[config.mk]
export PLATFORM = sky130hd
export DESIGN_NAME = vga_stream_out
export DESIGN_NICKNAME = d
export VERILOG_FILES = /design/src/rtl/vga_stream_out.sv
export SDC_FILE = /design/constraint.sdc
export NUM_CORES = 1
export LEC_CHECK = 0
export CAP_MARGIN = 20
export CORE_UTILIZATION = 53
export CTS_BUF_LIST = sky130_fd_sc_hd__clkbuf_8
export CTS_CLUSTER_SIZE = 8
export DETAILED_ROUTE_END_ITERATION = 16
export MAX_ROUTING_LAYER = met4
export PLACE_DENSITY = 0.93
export REMOVE_ABC_BUFFERS = 1
export SYNTH_ARGS = -nofsm -noshare
export SYNTH_HDL_FRONTEND = slang
export SYNTH_SLANG_ARGS = --single-unit
[constraint.sdc]
create_clock -name clk_i -period 3.1 [get_ports clk_i]
set_input_delay 0.62 -clock clk_i [delete_from_list [all_inputs] [get_ports clk_i]]
set_output_delay 0.62 -clock clk_i [all_outputs]
set_load 0.02 [all_outputs]
[src/rtl/vga_stream_out.sv]
// vga_stream_out: VGA timing generator that drains an RGB565 FIFO into a 10-bit DAC.
// Optional IDLE/ARM colour bars are enabled by defining VGA_TEST_PATTERN_EN.
module vga_stream_out #(
    parameter int H_ACTIVE = 640,
    parameter int H_FP     = 16,
    parameter int H_SYNC   = 96,
    parameter int H_BP     = 48,
    parameter int V_ACTIVE = 480,
    parameter int V_FP     = 10,
    parameter int V_SYNC   = 2,
    parameter int V_BP     = 33,
    parameter int DATA_WD  = 16
) (
    input  logic               clk_i,
    input  logic               rst_ni,
    input  logic               first_frame,
    input  logic               vga_fifo_empty,
    input  logic [DATA_WD-1:0] vga_fifo_i,
    output logic               rd_vga_fifo,
    output logic               vga_hs_o,
    output logic               vga_vs_o,
    output logic               vga_blank_n_o,
    output logic               vga_sync_n_o,
    output logic [9:0]         vga_r_o,
    output logic [9:0]         vga_g_o,
    output logic [9:0]         vga_b_o,
    output logic               frame_start_o,
    output logic               underflow_o
);

    localparam int H_TOTAL = H_ACTIVE + H_FP + H_SYNC + H_BP;
    localparam int V_TOTAL = V_ACTIVE + V_FP + V_SYNC + V_BP;

    localparam logic [9:0] H_LAST = 10'(H_TOTAL - 1);
    localparam logic [9:0] V_LAST = 10'(V_TOTAL - 1);
    localparam logic [9:0] H_ACT  = 10'(H_ACTIVE);
    localparam logic [9:0] V_ACT  = 10'(V_ACTIVE);
    localparam logic [9:0] H_SS   = 10'(H_ACTIVE + H_FP);
    localparam logic [9:0] H_SE   = 10'(H_ACTIVE + H_FP + H_SYNC);
    localparam logic [9:0] V_SS   = 10'(V_ACTIVE + V_FP);
    localparam logic [9:0] V_SE   = 10'(V_ACTIVE + V_FP + V_SYNC);

    typedef enum logic [1:0] {
        S_IDLE,
        S_ARM,
        S_STREAM
    } state_t;

    state_t r_state;
    state_t w_state_nxt;

    logic [9:0] r_h_cnt;
    logic [9:0] r_v_cnt;

    logic w_h_last;
    logic w_v_last;
    logic w_active;
    logic w_hs_n;
    logic w_vs_n;
    logic w_stream;
    logic w_uflow;
    logic w_origin;

    logic r_s1_active;
    logic r_s1_hs;
    logic r_s1_vs;
    logic r_s1_rd;
    logic r_s1_fs;
    logic r_underflow;

    logic [9:0] w_r;
    logic [9:0] w_g;
    logic [9:0] w_b;

    assign w_h_last = (r_h_cnt == H_LAST);
    assign w_v_last = (r_v_cnt == V_LAST);
    assign w_active = (r_h_cnt < H_ACT) && (r_v_cnt < V_ACT);
    assign w_hs_n   = !((r_h_cnt >= H_SS) && (r_h_cnt < H_SE));
    assign w_vs_n   = !((r_v_cnt >= V_SS) && (r_v_cnt < V_SE));
    assign w_stream = (r_state == S_STREAM);
    assign w_origin = (r_h_cnt == 10'd0) && (r_v_cnt == 10'd0);

    assign rd_vga_fifo  = w_stream && w_active && !vga_fifo_empty;
    assign w_uflow      = w_stream && w_active && vga_fifo_empty;
    assign vga_sync_n_o = 1'b0;
    assign underflow_o  = r_underflow;

    always_ff @(posedge clk_i or negedge rst_ni) begin
        if (!rst_ni) begin
            r_h_cnt <= '0;
            r_v_cnt <= '0;
        end else if (w_h_last) begin
            r_h_cnt <= '0;
            r_v_cnt <= w_v_last ? 10'd0 : r_v_cnt + 10'd1;
        end else begin
            r_h_cnt <= r_h_cnt + 10'd1;
        end
    end

    always_ff @(posedge clk_i or negedge rst_ni) begin
        if (!rst_ni) begin
            r_state <= S_IDLE;
        end else begin
            r_state <= w_state_nxt;
        end
    end

    // ARM waits for the last counter slot so the first read lands on (0,0)
    always_comb begin
        w_state_nxt = r_state;
        unique case (r_state)
            S_IDLE: begin
                if (first_frame) begin
                    w_state_nxt = S_ARM;
                end
            end
            S_ARM: begin
                if (!first_frame) begin
                    w_state_nxt = S_IDLE;
                end else if (w_h_last && w_v_last) begin
                    w_state_nxt = S_STREAM;
                end
            end
            S_STREAM: begin
                if (!first_frame) begin
                    w_state_nxt = S_IDLE;
                end
            end
            default: w_state_nxt = S_IDLE;
        endcase
    end

    always_ff @(posedge clk_i or negedge rst_ni) begin
        if (!rst_ni) begin
            r_underflow <= 1'b0;
        end else if (w_uflow) begin
            r_underflow <= 1'b1;
        end
    end

`ifdef VGA_TEST_PATTERN_EN
    localparam int BAR_W = H_ACTIVE / 8;

    logic [2:0] w_bar;
    logic [2:0] w_bar_rgb;
    logic       w_pat_on;
    logic [2:0] r_s1_pat;
    logic       r_s1_pat_on;

    always_comb begin
        w_bar = 3'd0;
        for (int i = 1; i < 8; i++) begin
            if (r_h_cnt >= 10'(i * BAR_W)) begin
                w_bar = 3'(i);
            end
        end
    end

    // bar order white,yellow,cyan,green,magenta,red,blue,black
    assign w_bar_rgb = {~w_bar[1], ~w_bar[2], ~w_bar[0]};
    assign w_pat_on  = !w_stream && w_active;

    always_ff @(posedge clk_i or negedge rst_ni) begin
        if (!rst_ni) begin
            r_s1_pat    <= '0;
            r_s1_pat_on <= 1'b0;
        end else begin
            r_s1_pat    <= w_bar_rgb;
            r_s1_pat_on <= w_pat_on;
        end
    end
`endif

    always_ff @(posedge clk_i or negedge rst_ni) begin
        if (!rst_ni) begin
            r_s1_active <= 1'b0;
            r_s1_hs     <= 1'b1;
            r_s1_vs     <= 1'b1;
            r_s1_rd     <= 1'b0;
            r_s1_fs     <= 1'b0;
        end else begin
            r_s1_active <= w_active;
            r_s1_hs     <= w_hs_n;
            r_s1_vs     <= w_vs_n;
            r_s1_rd     <= rd_vga_fifo;
            r_s1_fs     <= w_stream && w_origin;
        end
    end

    // FIFO data is valid the cycle after the read, i.e. alongside stage 1
    always_comb begin
        w_r = '0;
        w_g = '0;
        w_b = '0;
        if (r_s1_rd) begin
            w_r = {vga_fifo_i[15:11], vga_fifo_i[15:11]};
            w_g = {vga_fifo_i[10:5], vga_fifo_i[10:7]};
            w_b = {vga_fifo_i[4:0], vga_fifo_i[4:0]};
        end
`ifdef VGA_TEST_PATTERN_EN
        else if (r_s1_pat_on) begin
            w_r = {10{r_s1_pat[2]}};
            w_g = {10{r_s1_pat[1]}};
            w_b = {10{r_s1_pat[0]}};
        end
`endif
    end

    always_ff @(posedge clk_i or negedge rst_ni) begin
        if (!rst_ni) begin
            vga_hs_o      <= 1'b1;
            vga_vs_o      <= 1'b1;
            vga_blank_n_o <= 1'b0;
            frame_start_o <= 1'b0;
            vga_r_o       <= '0;
            vga_g_o       <= '0;
            vga_b_o       <= '0;
        end else begin
            vga_hs_o      <= r_s1_hs;
            vga_vs_o      <= r_s1_vs;
            vga_blank_n_o <= r_s1_active;
            frame_start_o <= r_s1_fs;
            vga_r_o       <= w_r;
            vga_g_o       <= w_g;
            vga_b_o       <= w_b;
        end
    end

endmodule
; ---- After elaboration in Yosys (flattened, before gate mapping)
; Index checks and enable logic that the tools add are counted.
[op_classes]
n_addsub = 2
magnitude_cmp = 6
eq_ne = 7
muxes = 10
n_reduce_logical = 16
[op_table]
columns = cell, count
row1 = $mux 10, 5
row2 = $add 10x1->10 const B, 2
row3 = $eq 10x10->1 const B, 2
row4 = $logic_not 10->1, 2
row5 = $lt 10x10->1 const B, 2
row6 = $lt 10x9->1 const B, 2
row7 = $ge 10x10->1 const B, 1
row8 = $ge 10x9->1 const B, 1
row9 = $logic_and 1x1->1, 9
row10 = $mux 2, 4
row11 = $pmux 2 s3, 1
row12 = $ne 2x2->1 const B, 2
row13 = $logic_not 1->1, 3
row14 = $ne 3x3->1 const B, 1
row15 = $reduce_and 3->1, 1
row16 = $eq 2x1->1 const B, 1
row17 = $eq 2x2->1 const B, 1
row18 = $logic_not 2->1, 1
[totals]
register_bits = 62
input_bits = 20
out_inout_bits = 37

; ---- Logic depth before layout (Yosys ltp)
; Gate-level depths: netlist of run 1.
[logic_depth]
word_depth = 5
depth_mapped = 7
mapped_depth_nobuf = 6

; ---- Worst setup path before layout of run 1
; Ideal clock, no wire load.
[synth_path]
path_type = register -> output
from = reg r_v_cnt[5]
to = out rd_vga_fifo
arrival_time_ns = 1.252
slack_ns = 1.228
stages_incl_launch_ff = 5
cell_sequence = dfrtp_1 and4_1 nor3_1 nand2_1 nor2_1
[synth_via]
elab_chain_cells = 4
[synth_rtl]
columns = item, line
row1 = from (decl), 53  ; logic [9:0] r_v_cnt;
row2 = from (signal assigned), 94  ; r_v_cnt <= w_v_last ? 10'd0 : r_v_cnt + 10'd1;
row3 = $lt 10x9->1, 77  ; assign w_active = (r_h_cnt < H_ACT) && (r_v_cnt < V_ACT);
row4 = $logic_and 1x1->1, 77
row5 = named net w_active, 57  ; logic w_active;
row6 = $logic_and 1x1->1 (2 in a row), 83  ; assign rd_vga_fifo = w_stream && w_active && !vga_fifo_empty;
row7 = to (decl), 19  ; output logic rd_vga_fifo,
; The timed path passes the listed nets, and every way through them passes these cells.

; ---- Final worst setup path of run 1
; Same ends and word-level chain as after synthesis.

==> results.md, run 1 <==
- Of all nets on the critical path, the largest fanout is 4.
- The fraction of the cycle the final worst path needs is 0.9326.
- In the final layout, the share of cells above drive strength 1 is 0.1048.
- The cell-internal power is 0.0008300 W.
- The core occupancy in the finished layout is 0.7172.
- The maximum clock frequency is 345.9 MHz.
- The number of buffers added for setup after CTS is 0.
- sky130_fd_sc_hd__dfrtp_1 takes more of the synthesized area than any other cell.
- The top flip-flop cell by instance count after synthesis is sky130_fd_sc_hd__dfrtp_1.
- Across the routed clock network, the largest skew measured is 0.004809 ns.
- The TritonCTS clock tree is done.
- The number of nets still failing antenna checks after routing is 0.
- The clock period could shrink to 2.891 ns.
- The average instance in the mapped netlist occupies 11.41 um2.
- The share of synthesized area in the top cell type comes to 0.5244.
- The clock latency at the later pin of the worst-skew pair is 0.30 ns.
- TritonCTS created 5 clock buffers.
- VDD sags by at most 265.8 uV.
- The detailed placement HPWL is 3280 um.
- After technology mapping, the gate count stands at 184.
- The total number of vias is 1509.
- Setup repair after global routing left no endpoint under its margin.
- Dividing the detail-routed via count by the number of cells gives 5.448.
- In this run, the number of DRC markers left after iteration 0 of detailed routing was 74.
- The initial antenna violation count was 0.
- Sorting the synthesized cells by how often they occur yields sky130_fd_sc_hd__dfrtp_1 (44), sky130_fd_sc_hd__and2_1 (18), sky130_fd_sc_hd__buf_4 (15), sky130_fd_sc_hd__nor2_1 (10).
- The global routing usage summed across all routing layers is 0.2416.
- The die is 64.94 um wide.
- The final-report max-slew violation count is 0.
- The share of total power dissipated in combinational logic is 0.039.
- The Yosys warning count is 0.
- The critical path data required time is 2.48 ns.
- For this design, the CTS-stage hold fixing added 0 buffers.
- Across the run, the number of max-cap violations was 0.
- The cell at the root of the clock tree is sky130_fd_sc_hd__clkbuf_8.
- The DRC violation count after routing is 0.
- Of the total power, registers draw 0.594.
- Of the total power, the share spent switching nets is 0.2138.
- The most used standard cell by instance count after synthesis is sky130_fd_sc_hd__dfrtp_1.
- The final global-route overflow total is 0.
- The region available for standard cell placement spans 3744 um2.
- The maximum number of pins on one net before global-route repair is 49.
- The quantity of gates resized following cts is 0.
- The power density over cell area is 393.2 nW/um2.
- At the end of routability-driven placement, the weighted congestion stood at 0.8654.
- The number of buffers inserted by port buffering is 55.
- Setup violations remaining at the end of the flow were counted as 0.
- Summed over all cells, the static leakage comes to 1.158 nW.
- Wires add up to 4636 um.
- The number of search-and-repair iterations in the first detailed-routing pass is 4.
- The synthesized netlist contains 36 unique library cells.
- The mapped netlist covers 2100 um2.
- In this run the deepest clock path goes through 2 buffers.
- The number of global-route vias before repair came to 1466.
- The async set-reset flop share out of synthesis is 1.000.
- The class of the worst hold path is in -> async.
- The run finished with clean final reports.
- The count of flip-flops with a built-in enable after synthesis is 0.
- Overall power consumption after layout is estimated at 0.001056 W.
- The number of register bits inferred by synthesis is 48.
- 0 antenna diodes ended up in the layout.
- STA puts the critical path data arrival time at 2.27 ns.
- After synthesis, the cell types taking the most area are sky130_fd_sc_hd__dfrtp_1 (52%), sky130_fd_sc_hd__and2_1 (5.4%), sky130_fd_sc_hd__buf_4 (5.4%).
- The die area is 4217 um2.
- The switching power of the nets is 0.0002257 W.
- The clock tree synthesis step divided the H-tree into 2 levels.
- The first-pass GRT wire length is 7231 um.
- The part of the Yosys area used for sequential elements is 0.5745.
- The clock sink total is 48.
- The final layout net count is 252.
- The initialized floorplan defines 22 standard-cell rows.
- After filler insertion, the fill cell instance count of the layout stands at 255.
- The worst setup path is captured at a primary output.
- The critical path in this run is classified as reg -> out.
- The initial core utilization is 0.5608.
- In this run the vertical extent of the chip is 64.94 um.
- Clock-pin slew was measured on the worst setup and hold paths at 0.08 ns.
- The count of pins on the block boundary is 57.
- The startpoint kind of the worst setup timing path is a flip-flop.
- The area growth from synthesis to layout is 27.89%.
- The count of endpoints failing hold in the final timing report is 0.
- The clock power share is 0.367.
- Summed over all failing endpoints, the final setup total negative slack is 0 ns.
- Dividing the detail-routed wire length by the instance count gives 16.74 um.
## worst max-delay path, stage by stage, from the launching register on
cell	delay, ns
sky130_fd_sc_hd__dfrtp_1	0.41
sky130_fd_sc_hd__and4_1	0.25
sky130_fd_sc_hd__nor3_1	0.35
sky130_fd_sc_hd__nand2_1	0.11
sky130_fd_sc_hd__nor2_1	0.18
sky130_fd_sc_hd__clkdlybuf4s50_1	0.66
## power by group through the flow
stage / Combinational, W / Clock [W] / Sequential [W]
final: 0.0000412 / 0.000388 / 0.000627
after global routing: 0.0000446 / 0.000427 / 0.000627
after CTS: 0.0000381 / 0.000394 / 0.000627
after detailed placement: 0.0000380 / 0 / 0.000639
after global placement: 0.0000365 / 0 / 0.000639
after floorplan: 0.00000191 / 0 / 0.000639
## metrics by stage
step | std cells | hold slack (ns) | area (um2) | setup WS [ns]
floorplan | 165 | 0.3244 | 1962 | 1.228
global placement | 268 | 0.3371 | 2567 | 0.6774
detailed placement | 268 | 0.3355 | 2567 | 0.5635
CTS | 276 | 0.3549 | 2665 | 0.2281
global route | 277 | 0.2831 | 2685 | 0.03705
finish | 277 | 0.2656 | 2685 | 0.2090
## cells in the final DEF, fill, tap and decap left out, types with 4 or more instances in the layout
cell / count
sky130_fd_sc_hd__and2_1: 18
sky130_fd_sc_hd__nor2_1: 10
sky130_fd_sc_hd__nand3_1: 8
sky130_fd_sc_hd__nand2_1: 8
sky130_fd_sc_hd__a21oi_1: 4
sky130_fd_sc_hd__nor4_1: 4
sky130_fd_sc_hd__o21ai_0: 6
sky130_fd_sc_hd__dfstp_2: 4
sky130_fd_sc_hd__clkdlybuf4s50_1: 54
sky130_fd_sc_hd__inv_1: 8
sky130_fd_sc_hd__nor3_1: 4
sky130_fd_sc_hd__xnor2_1: 5
sky130_fd_sc_hd__ha_1: 4
sky130_fd_sc_hd__nand4_1: 6
sky130_fd_sc_hd__xor2_1: 7
sky130_fd_sc_hd__dfrtp_1: 44
sky130_fd_sc_hd__clkbuf_8: 6
## cells by family after synthesis
family,after synthesis,synth area share
AO/OA/AOI/OAI,15,0.04351
other,1,0.001786
adder cells (fa/ha/maj),4,0.02384
buffers and inverters,27,0.07986
flip-flops,48,0.5745
AND/OR/NAND/NOR,77,0.2265
XOR/XNOR,12,0.05006
## per-layer routing
metal / wire [um] / vias to the layer above / part of all wire / GRT usage
met5: 0 / - / 0 / -
met4: 121 / 0 / 0.026 / 0.09722
met3: 359 / 12 / 0.077 / 0.07042
met2: 2346 / 66 / 0.51 / 0.4023
met1: 1809 / 740 / 0.39 / 0.2722
li1: - / 691 / - / -
## flip-flops by register name, indices dropped and copies added (netlist names), 2 cells and up
register / cells
r_h_cnt: 10
vga_r_o: 5
r_v_cnt: 10
vga_b_o: 5
r_state: 2
vga_g_o: 6
## path summary, 6_finish.rpt
path,start,endpoint,slack [ns],cells past startpoint
worst min-delay path,rst_ni,vga_r_o[4],0.27,1
worst min register to register,r_s1_vs,vga_vs_o,0.35,0
max in group asynchronous,rst_ni,r_s1_vs,2.25,2
min in group clk_i,r_s1_vs,vga_vs_o,0.35,0
worst max-delay path,r_v_cnt[5],rd_vga_fifo,0.21,5
worst max register to register,r_v_cnt[4],r_state[0],1.27,4
## final cells by class
class / count / area [um2] / area share
Timing Repair Buffer: 56 / 565.5 / 0.2106
Multi-Input combinational cell: 109 / 725.7 / 0.2703
Tap cell: 48 / 60.06 / 0.02237
Inverter: 8 / 30.03 / 0.01118
Clock inverter: 2 / 15.01 / 0.005592
Sequential cell: 48 / 1206 / 0.4492
Clock buffer: 6 / 82.58 / 0.03075
Note: power is estimated with default switching activity, not from simulation.
==> inputs of run 2 (changes only) <==
- CELL_PAD_IN_SITES_DETAIL_PLACEMENT: unset -> 1
- CELL_PAD_IN_SITES_GLOBAL_PLACEMENT: unset -> 1
- CORE_UTILIZATION: 53 -> 41
- PLACE_DENSITY: 0.93 -> 0.92
==> results.md, run 2 (synthesis results as in run 1) <==
- The worst voltage drop across the vdd grid is 198.8 uV (-25%).
- The standby leakage power came to 1.169 nW (+0.92%).
- The detailed placement HPWL came to 3666 um (+12%).
- The highest net fanout along the worst path was 4 (unchanged).
- The final-report max-slew violation count was 0 (unchanged).
- The top cell types in the final layout, fill and taps aside, are sky130_fd_sc_hd__clkdlybuf4s50_1 (54), sky130_fd_sc_hd__dfrtp_1 (44), sky130_fd_sc_hd__and2_1 (18).
- The total number of vias was 1512 (+0.20%).
- The core area is 4817 um2 (+29%).
- The critical path is of the reg -> out type.
- The fraction of the cycle the final worst path needs came to 0.9018 (-0.03079).
- The count of endpoints failing hold in the final timing report is 0 (unchanged).
- Clock tree synthesis selected as its root buffer the cell sky130_fd_sc_hd__clkbuf_8.
- Compared with the post-synthesis result, the final layout area differs by 29.68%.
- The clock sink total is 48 (unchanged).
- The layout cell share with drive strength beyond 1 is 0.1048 (unchanged).
- The routability congestion estimate from global placement is 0.8200 (-5.2%).
- The final critical delay including setup and external delays is 2.796 ns (-0.09544 ns).
- The critical path data required time came to 2.48 ns (about the same).
- The power density over cell area is 411.5 nW/um2 (+4.7%).
- The count of pins on the block boundary was 57 (unchanged).
- The number of violations reported at the end of detailed-routing iteration 0 is 63 (-15%).
- The critical path endpoint category is a primary output.
- The setup slack at placement is 0.6358 ns (+0.07231 ns).
- The setup violation total in the final timing report was 0 (unchanged).
- The site row count is 25 (+14%).
- The initial core utilization is 0.4358 (-0.1250).
- The total wire length after detailed routing is 5001 um (+7.9%).
- The H-tree level count is 2 (unchanged).
- The maximum count of clock buffers along a single path is 2 (unchanged).
- The global routing usage summed across all routing layers is 0.2110 (-0.03068).
- The number of buffers created by CTS came to 5 (unchanged).
- The class of the worst hold path is in -> async.
- The number of nets still failing antenna checks after routing was 0 (unchanged).
- The slack of the worst reg-to-reg path was 1.20 ns (-0.07 ns).
- Leaving out fill and tap cells, the most frequent cell in the layout is sky130_fd_sc_hd__clkdlybuf4s50_1.
- The final layout net count is 252 (unchanged).
- The number of buffers inserted by hold repair at cts is 0 (unchanged).
- The initial antenna violation count is 0 (unchanged).
- The overall power consumption is 0.001120 W (+6.1%).
- The DRC violation count after routing came to 0 (unchanged).
- The overall die height is 73.56 um (+13%).
- The largest registers in the layout are r_h_cnt: 10 flops, r_v_cnt: 10 flops, vga_g_o: 6 flops.
- The diode insertion count for antenna repair is 0 (unchanged).
- The clock transition time at the flip-flop clock pins of the worst setup and hold paths is 0.09 ns (about the same).
- The setup TNS after final layout is 0 ns (unchanged).
- The final global-route overflow total is 0 (unchanged).
- The maximum number of pins on one net before global-route repair is 49 (unchanged).
- The first-pass GRT wire length is 8073 um (+12%).
- The clock latency at the later pin of the worst-skew pair came to 0.31 ns (about the same).
- The number of search-and-repair iterations in the first detailed-routing pass was 4 (unchanged).
- The final worst setup slack was 0.3045 ns (+0.09544 ns).
- The horizontal extent of the die is 73.56 um (+13%).
- The max-cap check violation count is 0 (unchanged).
- The number of buffers inserted by port buffering was 55 (unchanged).
- The detailed-route wire length per cell came to 16.90 um (+0.95%).
- The maximum clock frequency is 357.7 MHz (+3.4%).
- The run finished with clean final reports.
- The via count normalized by instance count is 5.108 (-6.2%).
- Setup repair after global routing left no endpoint under its margin.
- The arrival time reported for the critical path endpoint was 2.18 ns (-0.09 ns).
- The TritonCTS clock tree is done.
- The startpoint kind of the worst setup timing path is a flip-flop.
- The die area is 5411 um2 (+28%).
- The quantity of gates resized following cts is 0 (unchanged).
- The clock skew after layout is 0.01131 ns (+0.006499 ns).
- The number of buffers added for setup after CTS is 0 (unchanged).
- The number of global-route vias before repair is 1608 (+9.7%).
-- run 2: worst paths after layout --
| path | end | cells after the start | startpoint |
|---|---|---|---|
| max | rd_vga_fifo | 5 | r_v_cnt[5] |
| min | vga_b_o[4] | 1 | rst_ni |
| max reg2reg | r_state[0] | 4 | r_v_cnt[7] |
| min reg2reg | frame_start_o | 0 | r_s1_fs |
| max in group asynchronous | vga_hs_o | 2 | rst_ni |
| min in group clk_i | frame_start_o | 0 | r_s1_fs |
-- run 2: worst max-delay path, stage by stage, from the launching register on --
cell	delay, ns
sky130_fd_sc_hd__dfrtp_1	0.43
sky130_fd_sc_hd__and4_1	0.25
sky130_fd_sc_hd__nor3_1	0.30
sky130_fd_sc_hd__nand2_1	0.10
sky130_fd_sc_hd__nor2_1	0.15
sky130_fd_sc_hd__clkdlybuf4s50_1	0.64
-- run 2: metrics by stage --
stage | cells | cell area (um2) | hold WS [ns] | utilization
6_report | 296 | 2723 | 0.1419 | 0.5652
3_5_place_dp | 287 | 2591 | 0.3419 | 0.5379
5_1_grt | 296 | 2723 | 0.1365 | 0.5652
2_1_floorplan | 165 | 1962 | 0.3244 | -
3_3_place_gp | 287 | 2591 | 0.3348 | 0.5379
4_1_cts | 295 | 2703 | 0.3614 | 0.5610
-- run 2: layout make-up --
cell class / count / area [um2]
clock buffers: 5 / 68.82
clock inverters: 3 / 42.54
flip-flops and latches: 48 / 1206
fillers: 535 / 2095
inverters: 8 / 30.03
multi-input cells: 109 / 725.7
well taps: 67 / 83.83
repair buffers: 56 / 565.5
-- run 2: where the power goes --
part	total (W)	internal [W]	switching, W	leakage (nW)
clock	0.000453	0.000239	0.000215	0.0541
sequential	0.000627	0.000626	0.000000526	0.630
combinational	0.0000400	0.0000231	0.0000170	0.485
total	0.00112	0.000888	0.000232	1.17
-- run 2: layer usage --
metal,up-vias,global-route usage,share of wire
li1,691,-,-
met3,11,0.06996,0.081
met1,746,0.2220,0.41
met4,0,0.08120,0.024
met5,-,-,0
met2,64,0.3649,0.49
==> inputs of run 3 (changes only) <==
- ABC_CLOCK_PERIOD_IN_PS: unset -> 3100
- CORE_MARGIN: unset -> 2
==> results.md, run 3 (synthesis results as in run 1) <==
- The number of nets still failing antenna checks after routing is 0 (unchanged).
- CTS placed an instance of sky130_fd_sc_hd__clkbuf_8 at the clock tree root.
- The clock skew after layout is 0.01050 ns (-0.0008030 ns).
- The number of violations reported at the end of detailed-routing iteration 0 came to 49 (-22%).
- The maximum number of pins on one net before global-route repair is 49 (unchanged).
- The final-report max-slew violation count is 0 (unchanged).
- The fraction of the cycle the final worst path needs is 0.9276 (+0.02583).
- The power density over cell area is 404.8 nW/um2 (-1.6%).
- The initial antenna violation count is 0 (unchanged).
- The clock sink total is 48 (unchanged).
- The number of buffers inserted by port buffering is 55 (unchanged).
- The site row count is 26 (+4.0%).
- Setup repair after global routing left no endpoint under its margin.
- The final layout net count is 252 (unchanged).
- The biggest cell delay along the critical path came to 0.64 ns (about the same).
- The total wire length after detailed routing is 5192 um (+3.8%).
- The final critical delay including setup and external delays is 2.876 ns (+0.08007 ns).
- The critical path data required time is 2.48 ns (about the same).
- On the critical path, the stage with the largest delay is an instance of sky130_fd_sc_hd__clkdlybuf4s50_1.
- The count of pins on the block boundary is 57 (unchanged).
- The number of buffers added for setup after CTS is 0 (unchanged).
- The count of endpoints failing hold in the final timing report is 0 (unchanged).
- The routability congestion estimate from global placement was 0.8066 (-1.6%).
- The number of buffers created by CTS is 5 (unchanged).
- The standby leakage power is 1.175 nW (+0.56%).
- The quantity of gates resized following cts is 0 (unchanged).
- STA classifies the critical path startpoint as a flip-flop.
- The global routing usage summed across all routing layers was 0.1929 (-0.01810).
- The signal on the critical path passes through and4_1, nor3_1, nand2_1, nor2_1, clkdlybuf4s50_1.
- The count of filler cells inserted in the layout is 562 (+5.0%).
- The initial core utilization came to 0.4191 (-0.01676).
- The overall die height was 75.56 um (+2.7%).
- The detailed placement HPWL is 3837 um (+4.7%).
- The largest registers in the layout are r_h_cnt: 10 flops, r_v_cnt: 10 flops, vga_g_o: 6 flops.
- The diode insertion count for antenna repair came to 0 (unchanged).
- Grouping stages by cell kind, the critical path spends the most delay in simple AND/OR/NAND/NOR gates.
- The clock transition time at the flip-flop clock pins of the worst setup and hold paths was 0.09 ns (about the same).
- The maximum clock frequency is 347.8 MHz (-2.8%).
- The DRC violation count after routing is 0 (unchanged).
- The final global-route overflow total is 0 (unchanged).
- The max-cap check violation count is 0 (unchanged).
- The maximum count of clock buffers along a single path is 2 (unchanged).
- The arrival time reported for the critical path endpoint is 2.26 ns (+0.08 ns).
- The core area was 5010 um2 (+4.0%).
- The type of the worst setup path is reg -> out.
- The layout cell share with drive strength beyond 1 is 0.09607 (-0.008734).
- The clock latency at the later pin of the worst-skew pair is 0.30 ns (about the same).
- The buffer and inverter count on the worst path was 1 (unchanged).
- The total number of vias came to 1517 (+0.33%).
- The setup violation total in the final timing report is 0 (unchanged).
- The detailed-route wire length per cell is 17.36 um (+2.8%).
- The number of search-and-repair iterations in the first detailed-routing pass is 4 (unchanged).
- Leaving out fill and tap cells, the most frequent cells in the layout are sky130_fd_sc_hd__clkdlybuf4s50_1 (54), sky130_fd_sc_hd__dfrtp_1 (44), sky130_fd_sc_hd__and2_1 (18).
- The via count normalized by instance count is 5.074 (-0.68%).
- Leaving out fill and tap cells, the most frequent cell in the layout is sky130_fd_sc_hd__clkdlybuf4s50_1.
- The setup TNS after final layout is 0 ns (unchanged).
- The number of global-route vias before repair is 1534 (-4.6%).
- The critical path endpoint category is a primary output.
- The worst voltage drop across the vdd grid came to 182.2 uV (-8.3%).
- The core occupancy in the finished layout was 0.5432 (-0.02199).
- The first-pass GRT wire length is 7810 um (-3.3%).
- The H-tree level count is 2 (unchanged).
- The horizontal extent of the die is 75.56 um (+2.7%).
- The TritonCTS clock tree is done.
- The die area is 5709 um2 (+5.5%).
- The tightest slew margin relative to the limit is 0.6005.
- The class of the worst hold path is in -> async.
- The number of buffers inserted by hold repair at cts is 0 (unchanged).
- The highest net fanout along the worst path came to 4 (unchanged).
- The flow ran to the end, and the final reports show no timing, DRC or antenna violations.
- The synthesis-to-layout area growth is 29.62% (about the same).
- The actual transition at the worst max-transition pin is 0.5937 ns.
==> run 3: changes by cell type in the layout (fill, tap and decap cells not counted) <==
cell,previous run,this run
sky130_fd_sc_hd__clkinv_2,1,0
sky130_fd_sc_hd__clkinvlp_4,1,0
sky130_fd_sc_hd__inv_1,8,10
==> run 3: final timing paths <==
kind                                  from           to  slack [ns]  cells after the start
worst max-delay path            r_v_cnt[5]  rd_vga_fifo        0.22                      5
worst min-delay path                rst_ni   vga_g_o[3]        0.14                      1
worst max register to register  r_v_cnt[7]   r_state[0]        1.10                      4
worst min register to register     r_s1_vs     vga_vs_o        0.36                      0
max in group asynchronous           rst_ni      r_s1_hs        2.43                      2
min in group clk_i                 r_s1_vs     vga_vs_o        0.36                      0
==> run 3: layout make-up <==
class / instances / area [um2] / area share
repair buffers: 56 / 565.5 / 0.2078
clock inverters: 3 / 37.54 / 0.01379
clock buffers: 5 / 68.82 / 0.02529
well taps: 70 / 87.58 / 0.03218
inverters: 8 / 30.03 / 0.01103
flip-flops and latches: 48 / 1206 / 0.4432
multi-input cells: 109 / 725.7 / 0.2667
==> run 3: power breakdown <==
part           internal (W)  leakage (nW)  switching, W
sequential         0.000626         0.630   0.000000870
combinational     0.0000231         0.485     0.0000172
clock              0.000235        0.0607      0.000199
==> run 3: per-layer routing <==
| metal | up-vias | track usage | routed length, um |
|---|---|---|---|
| met5 | - | - | 0 |
| met4 | 0 | 0.07407 | 95 |
| met3 | 11 | 0.05291 | 453 |
| met2 | 76 | 0.3275 | 2659 |
| met1 | 736 | 0.2162 | 1984 |
| li1 | 694 | - | - |
==> run 3: metrics by stage <==
step                area [um2]   power, W  hold slack [ns]  setup slack [ns]  cells
finish                    2721   0.001102           0.1429            0.2244    299
CTS                       2701   0.001113           0.3575            0.2208    298
floorplan                 1962  0.0006412           0.3244             1.228    165
global placement          2595  0.0006756           0.3361            0.6619    290
detailed placement        2595  0.0006777           0.3364            0.5913    290
global route              2721   0.001137           0.1471            0.1194    299
